**config.mk**
```make
export PLATFORM = sky130hd
export DESIGN_NAME = vc_switch_arbiter
export DESIGN_NICKNAME = d
export VERILOG_FILES = /design/src/rtl/vc_switch_arbiter.sv
export SDC_FILE = /design/constraint.sdc
export NUM_CORES = 1
export LEC_CHECK = 0
export ABC_AREA = 1
export BUFFER_PORTS_ARGS = -buffer_cell sky130_fd_sc_hd__buf_4
export CORE_AREA = 2 2 39 41
export CTS_BUF_LIST = sky130_fd_sc_hd__clkbuf_16
export DETAILED_ROUTE_END_ITERATION = 8
export DIE_AREA = 0 0 41 43
export PLACE_DENSITY = 0.67
export SKIP_CTS_REPAIR_TIMING = 1
export SLEW_MARGIN = 20
export SYNTH_ARGS = -nofsm -noshare
export SYNTH_HDL_FRONTEND = slang
export SYNTH_SLANG_ARGS = --single-unit
```
**constraint.sdc**
```tcl
create_clock -name clk -period 1.85 [get_ports clk]
set_input_delay 0.0925 -clock clk [delete_from_list [all_inputs] [get_ports clk]]
set_output_delay 0.0925 -clock clk [all_outputs]
set_load 0.01 [all_outputs]
```
**src/rtl/vc_switch_arbiter.sv**
```systemverilog
// Packet-granular round-robin arbiter for the switch output shared by the VC buffers.
// A VC owns the switch from its head flit until its tail flit is forwarded; forwarding is credit-gated.
module vc_switch_arbiter #(
    parameter int NUM_VC      = 2,
    parameter int CREDIT_W    = 3,
    parameter int MAX_CREDITS = 4,
    localparam int SEL_W      = (NUM_VC > 1) ? $clog2(NUM_VC) : 1
) (
    input  logic                clk,
    input  logic                reset,
    input  logic [NUM_VC-1:0]   vc_req,
    input  logic [NUM_VC-1:0]   vc_head,
    input  logic [NUM_VC-1:0]   vc_tail,
    input  logic                credit_return,
    output logic [NUM_VC-1:0]   grant,
    output logic [SEL_W-1:0]    sel_vc,
    output logic                fire,
    output logic [CREDIT_W-1:0] credits,
    output logic                busy,
    output logic                credit_err
);

    localparam logic [CREDIT_W-1:0] MAX_C = CREDIT_W'(MAX_CREDITS);
    localparam logic [CREDIT_W-1:0] ONE_C = CREDIT_W'(1);
    localparam logic [SEL_W-1:0]    LAST_RST = SEL_W'(NUM_VC - 1);

    // busy is the state itself, so the FSM state is always visible on a port.
    typedef enum logic {
        IDLE   = 1'b0,
        ACTIVE = 1'b1
    } state_t;

    state_t              state_q, state_d;
    logic [NUM_VC-1:0]   grant_q, grant_d;
    logic [SEL_W-1:0]    sel_q, sel_d;
    logic [SEL_W-1:0]    last_q, last_d;
    logic [CREDIT_W-1:0] credits_q, credits_d;
    logic                credit_err_q, credit_err_d;

    logic [NUM_VC-1:0]   cand;
    logic                pick_found;
    logic [SEL_W-1:0]    pick_idx;
    logic [SEL_W-1:0]    scan_idx;
    int                  scan;

    always_ff @(posedge clk or posedge reset) begin
        if (reset) begin
            state_q      <= IDLE;
            grant_q      <= '0;
            sel_q        <= '0;
            last_q       <= LAST_RST;
            credits_q    <= MAX_C;
            credit_err_q <= 1'b0;
        end else begin
            state_q      <= state_d;
            grant_q      <= grant_d;
            sel_q        <= sel_d;
            last_q       <= last_d;
            credits_q    <= credits_d;
            credit_err_q <= credit_err_d;
        end
    end

    // Round-robin scan starts just after the last packet owner.
    always_comb begin
        cand       = vc_req & vc_head;
        pick_found = 1'b0;
        pick_idx   = '0;
        scan       = 0;
        scan_idx   = '0;
        for (int k = 1; k <= NUM_VC; k++) begin
            scan = int'(last_q) + k;
            if (scan >= NUM_VC) begin
                scan = scan - NUM_VC;
            end
            scan_idx = SEL_W'(scan);
            if (!pick_found && cand[scan_idx]) begin
                pick_found = 1'b1;
                pick_idx   = scan_idx;
            end
        end
    end

    always_comb begin
        state_d      = state_q;
        grant_d      = grant_q;
        sel_d        = sel_q;
        last_d       = last_q;
        credits_d    = credits_q;
        credit_err_d = credit_err_q;

        case (state_q)
            IDLE: begin
                if (pick_found && (credits_q != '0)) begin
                    state_d = ACTIVE;
                    grant_d = NUM_VC'(1) << pick_idx;
                    sel_d   = pick_idx;
                end
            end
            ACTIVE: begin
                if (fire && vc_tail[sel_q]) begin
                    state_d = IDLE;
                    grant_d = '0;
                    last_d  = sel_q;
                end
            end
            default: state_d = IDLE;
        endcase

        // A return while already full means downstream and this counter disagree.
        if (credit_return && (credits_q == MAX_C)) begin
            credit_err_d = 1'b1;
        end
        case ({fire, credit_return})
            2'b10:   credits_d = credits_q - ONE_C;
            2'b01:   if (credits_q != MAX_C) credits_d = credits_q + ONE_C;
            default: credits_d = credits_q;
        endcase
    end

    always_comb begin
        busy       = (state_q == ACTIVE);
        fire       = (state_q == ACTIVE) && vc_req[sel_q] && (credits_q != '0);
        grant      = grant_q;
        sel_vc     = sel_q;
        credits    = credits_q;
        credit_err = credit_err_q;
    end

endmodule

```
==> flow_summary_export.csv, run 1 <==
group,metric,value,unit
cts,clockRootBuffer,"clkbuf_16",
timing,worstMarginPinSlew,0.3679,ns
cells_and_area,final_util,56.60,%
timing,slew_violations,0,
place,portBuffers,17,
place,place.detailed.hpwl,859.2,µm
power,internal_power,870.3,µW
power,p_sw,552.3,µW
cells_and_area,area_delta_synth_final,43.25,%
routing,drc_errors,0,
global_route,grt_pass1_wl,1.883,mm
worst_setup_path,critical_path.max_stage_delay,0.46,ns
worst_setup_path,end_kind,"flip-flop",
cts,clock_sinks,9,
cts,tritoncts,"yes",
yosys,synthTopCellsByArea,"dfrtp_1, nand2_1, dfstp_2",
cts,insertion_delay,0.23,ns
power,combPwrFrac,44.5,%
yosys,yosysTopAreaCellShare,32.04,%
routing,wl_met3,52,µm
yosys,yosys.area.top_type,"dfrtp_1",
yosys,ys_seq_area_share,41.65,%
power,p_seq_share,29.2,%
worst_setup_path,worstPathCellList,"nor2_4 > nand2_4 > nand3_4 > nand2_1 > fa_1 > inv_1 > a21oi_1 > nand3_1 > nand2_1 > nand2_1 > nand2_1",
routing,postRouteAntennaNets,0,
floorplanning,dieArea,0.001763,mm²
cts,clkSlewWorstSetupHoldPaths,0.04,ns
outcome,outcome,"completed",
place,gp_congestion,0.6656,
yosys,ys_top_cells_by_count,"nand2_1, dfrtp_1, inv_1",
power,power.leakage,0.0004335,µW
cells_and_area,n_fill_cell,134,
timing,setup_tns,0,ns
routing,dr_wl_met2,530,µm
power,powerDensity,1816,mW/mm²
global_route,grt_max_degree,10,
worst_setup_path,worst-path-max-fanout,5,
routing,via_count,490,
timing,max_freq,584.6,MHz
floorplanning,core_area,0.001384,mm²
cells_and_area,drive_gt1_share,41.38,%
yosys,async_reset_ff_share,100.0,%
yosys,synth.distinct_cells,20,
global_route,antenna_found_initial,0,
routing,dr.pass1.iters,3,
yosys,ys_warn_count,0,
cells_and_area,seq_area,227.7,µm²
floorplanning,start_util,39.51,%
job,maxCapViolations,0,
worst_setup_path,slowest_stage,"dfrtp_1",
timing,hold_viol,0,
yosys,synth_edf_count,0,
power,p_sw_share,38.83,%
timing,relSlewSlack,75.45,%
worst_setup_path,cp.required,2.01,ns
cts,numCtsBuffers,3,
routing,detail_route.vias_per_cell,4.757,
yosys,netlist_area,546.8,µm²
timing,setup_viol,0,
yosys,syn-num-nets,75,
yosys,netlist_instances,65,
floorplanning,io-pin-count,18,
floorplanning,dieWidth,41,µm
yosys,synth-seq-cells,9,
power,ir_drop,0.9178,mV
timing,rsz0062_at_grt,"no",
yosys,yosysMostFrequentCell,"nand2_1",
cts,cts_max_level,1,
timing,layout_min_cycle_time,1.711,ns
routing,wl,1.091,mm
floorplanning,die_h,43,µm
timing,fin_skew,0.002270,ns
cts,cts_buffer_depth,2,
cells_and_area,nets,98,
routing,wl_met1,489,µm
global_route,grt-ovfl-total,0,
worst_setup_path,worst_path_most_repeated_cell,"nand2_1",
power,pwr-share-clk,26.3,%
floorplanning,row_count,14,
yosys,synthFlopType,"dfrtp_1",
worst_setup_path,path_class,"flip-flop to flip-flop",
routing,wl_per_cell,10.59,µm
min_path,hold_path.class,"input port to flip-flop",
cells_and_area,multi_input_area,279.0,µm²
global_route,grt_use_total,16.60,%
routing,drt_iter0_drc,11,
routing,top_layer_used,"met4",
yosys,postSynthAreaPerCell,8.412,µm²
worst_setup_path,worst_ep_arrival_time,1.87,ns
cells_and_area,num_antenna_cells,0,
timing,finalCritPeriodShare,92.47,%
global_route,grt_pass1_vias,428,
worst_setup_path,cp-start-kind,"flip-flop",
-- power by group through the flow --
stage          logic (µW)  clock network [µW]  registers (µW)
6_report              633                 374             415
3_5_place_dp          639                   0             417
4_1_cts               643                 381             416
5_1_grt               718                 394             429
3_3_place_gp          627                   0             415
2_1_floorplan         392                   0             439
-- logic make-up (layout without fill, tap and decap cells) --
kind of cell	after synthesis	in the layout	synth area share [%]
buffers and inverters	10	32	7.325
AOI/OAI and AO/OA	7	7	8.239
adders and majority gates	1	1	3.661
and+or+nand+nor	38	38	39.13
DFF	9	9	41.65
-- layout make-up --
type                            instances  share of cell area (%)
Clock buffer                            3                   9.585
Multi-Input combinational cell         46                   35.62
Tap cell                               16                   2.556
Timing Repair Buffer                   18                   17.57
Clock inverter                          1                  0.4792
Inverter                               10                   5.112
Sequential cell                         9                   29.07
-- placed cells by master, fill, tap and decap left out, types with 2 or more instances in the layout --
| cell type | Yosys | layout |
|---|---|---|
| nand2_1 | 19 | 19 |
| buf_4 | 0 | 17 |
| inv_1 | 7 | 8 |
| dfrtp_1 | 7 | 7 |
| nand3_1 | 6 | 6 |
| nand2_4 | 3 | 3 |
| nor2_1 | 3 | 3 |
| clkbuf_16 | 0 | 3 |
| inv_2 | 2 | 2 |
| nand3_2 | 2 | 2 |
| nand2_2 | 2 | 2 |
| a21oi_1 | 2 | 2 |
| o21ai_1 | 2 | 2 |
| dfstp_2 | 2 | 2 |
-- sequential cells by signal (all words and copies together) (netlist names) --
signal      cells
last_q          1
busy            1
credits         3
credit_err      1
grant           2
sel_vc          1
-- per-stage QoR --
stage	setup slack, ns	power [µW]	cells	area (µm²)	hold WS [ns]
after floorplan	0.2132	831.1	65	546.8	-0.08101
after global placement	0.1669	1041	98	694.4	0.09311
after detailed placement	0.1342	1056	98	694.4	0.09359
after CTS	0.1232	1440	102	773.2	-0.1545
after global routing	0.005114	1541	103	783.3	0.2298
final	0.1393	1423	103	783.3	0.2016
-- critical path: cells and delay by family (launching register included) --
kind	cells	cell delay, ns
adders and majority gates	1	0.35
DFF	1	0.46
buffers and inverters	1	0.07
and+or+nand+nor	8	0.72
AOI/OAI and AO/OA	1	0.04
-- metal layers --
metal	vias to the layer above	global-route usage, %
li1	254	-
met1	222	20.79
met2	12	22.19
met3	2	6.283
met4	0	12.00
met5	-	0
-- worst paths after layout --
path	to	slack, ns	startpoint	depth (start not counted)
worst max-delay path	credits[2]	0.14	credits[0]	11
worst min-delay path	credits[2]	0.20	credit_return	4
worst max register to register	credits[2]	0.14	credits[0]	11
worst min register to register	last_q	0.47	last_q	2
max in group asynchronous	credits[2]	1.15	reset	3
min in group asynchronous	sel_vc	0.39	reset	3
Power figures use the tool's default switching activity.
==> inputs of run 2 (changes only) <==
--- a/config.mk
+++ b/config.mk
@@ -11,7 +11,7 @@
 export CTS_BUF_LIST = sky130_fd_sc_hd__clkbuf_16
 export DETAILED_ROUTE_END_ITERATION = 8
 export DIE_AREA = 0 0 41 43
-export PLACE_DENSITY = 0.67
+export PLACE_DENSITY = 0.78
 export SKIP_CTS_REPAIR_TIMING = 1
 export SLEW_MARGIN = 20
 export SYNTH_ARGS = -nofsm -noshare
==> flow_summary_export.csv, run 2 (synthesis gave the netlist of run 1 again) <==
group,metric,value,unit
outcome,outcome,"completed",
cells_and_area,area_delta_synth_final,43.25,%
cells_and_area,final_util,56.60,%
routing,drt_iter0_drc,3,
routing,postRouteAntennaNets,0,
power,powerDensity,1826,mW/mm²
worst_setup_path,critical_path.max_stage_delay,0.45,ns
global_route,antenna_found_initial,0,
cells_and_area,final_cell_mix,"nand2_1, buf_4, inv_1, dfrtp_1, nand3_1",
cts,clock_sinks,9,
worst_setup_path,worst_ep_arrival_time,1.89,ns
floorplanning,die_h,43,µm
cells_and_area,largest_reg_flops,3,
cts,clockRootBuffer,"clkbuf_16",
global_route,grt_use_met3,4.712,%
power,ir_drop,0.8461,mV
worst_setup_path,cp.required,2.01,ns
timing,rsz0062_at_grt,"no",
cts,cts_buffer_depth,2,
floorplanning,dieWidth,41,µm
floorplanning,core_area,0.001384,mm²
worst_setup_path,cp_top_family,"simple AND/OR/NAND/NOR gates",
floorplanning,row_count,14,
cells_and_area,final_common_cell,"nand2_1",
worst_setup_path,worstPathCellList,"nor2_4 > nand2_4 > nand3_4 > nand2_1 > fa_1 > inv_1 > a21oi_1 > nand3_1 > nand2_1 > nand2_1 > nand2_1",
cells_and_area,multi_input_area,279.0,µm²
cells_and_area,finalInstanceArea,783.3,µm²
place,gp_congestion,0.6904,
cts,clkSlewWorstSetupHoldPaths,0.04,ns
timing,finalWorstSetupSlack,0.1254,ns
timing,relSlewSlack,76.79,%
worst_setup_path,path_class,"flip-flop to flip-flop",
place,postPlaceCellArea,694.4,µm²
global_route,grt_pass1_wl,1.876,mm
worst_setup_path,worst-path-max-fanout,5,
cells_and_area,num_antenna_cells,0,
timing,setup_tns,0,ns
routing,wl_per_cell,10.52,µm
global_route,met2_usage,24.06,%
worst_setup_path,worst_path_most_repeated_cell,"nand2_1",
cts,insertion_delay,0.23,ns
global_route,grt_pass1_vias,464,
floorplanning,io-pin-count,18,
worst_setup_path,cp_num_buf_inv,1,
floorplanning,dieArea,0.001763,mm²
cells_and_area,drive_gt1_share,41.38,%
global_route,busiest_layer,"met2",
cells_and_area,seq_area,227.7,µm²
place,place.detailed.hpwl,866.5,µm
global_route,met1_usage,18.54,%
cts,numCtsBuffers,3,
timing,finalCritPeriodShare,93.22,%
routing,via_count,493,
timing,fin_skew,0.003301,ns
timing,setup_viol,0,
routing,drc_errors,0,
worst_setup_path,slowest_stage,"dfrtp_1",
timing,hold_viol,0,
global_route,grt-ovfl-total,0,
worst_setup_path,end_kind,"flip-flop",
cts,tritoncts,"yes",
cells_and_area,n_fill_cell,136,
min_path,hold_path.class,"input port to flip-flop",
job,maxCapViolations,0,
routing,wl,1.084,mm
cts,cts_max_level,1,
cells_and_area,nets,98,
worst_setup_path,worst-r2r-setup-slack,0.13,ns
worst_setup_path,cp-start-kind,"flip-flop",
global_route,grt_max_degree,10,
power,fin_total_pwr,1430,µW
power,power.leakage,0.0004335,µW
timing,layout_min_cycle_time,1.725,ns
routing,dr.pass1.iters,3,
timing,max_freq,579.8,MHz
routing,detail_route.vias_per_cell,4.786,
place,portBuffers,17,
global_route,grt_use_total,15.91,%
timing,worstMarginPinSlew,0.3477,ns
floorplanning,start_util,39.51,%
place,dp_slack,0.1280,ns
timing,slew_violations,0,
[run 2: cell counts in the layout (fill, tap and decap cells not counted)]
Identical to the previous run, type by type.
[run 2: area by class of cell]
class	count	share of cell area, %
clock buffer	3	9.585
clock inverter	1	0.4792
inverter	10	5.112
multi-input combinational	46	35.62
sequential	9	29.07
tap	16	2.556
timing repair buffer	18	17.57
[run 2: path summary, 6_finish.rpt]
check | endpoint | depth (start not counted) | start
hold reg to reg | last_q | 2 | last_q
setup / recovery | credits[2] | 11 | credits[0]
hold / removal | credits[2] | 4 | credit_return
min in group asynchronous | sel_vc | 3 | reset
max in group asynchronous | credits[2] | 3 | reset
setup reg to reg | credits[2] | 11 | credits[0]
[run 2: through the flow]
| step | std cells | hold WS [ns] |
|---|---|---|
| 6_report | 103 | 0.2036 |
| 5_1_grt | 103 | 0.2266 |
| 4_1_cts | 102 | -0.1643 |
| 3_5_place_dp | 98 | 0.08188 |
| 3_3_place_gp | 98 | 0.08446 |
| 2_1_floorplan | 65 | -0.08101 |
[run 2: worst min-delay path: cells and delay by family]
kind                   cells  cell delay (ns)
and+or+nand+nor            3             0.23
buffers and inverters      1             0.10
[run 2: power breakdown]
group          switching [µW]  leakage [µW]  total (µW)  internal (µW)
Combinational             356      0.000287         641            285
Sequential                110      0.000104         416            306
Clock                    90.6     0.0000423         373            282
Total                     556      0.000433        1430            874
[run 2: per-layer routing]
layer	share of wire, %	routed length [µm]
met4	0	0
met5	0	0
met1	43	462
met2	52	564
met3	5.3	57
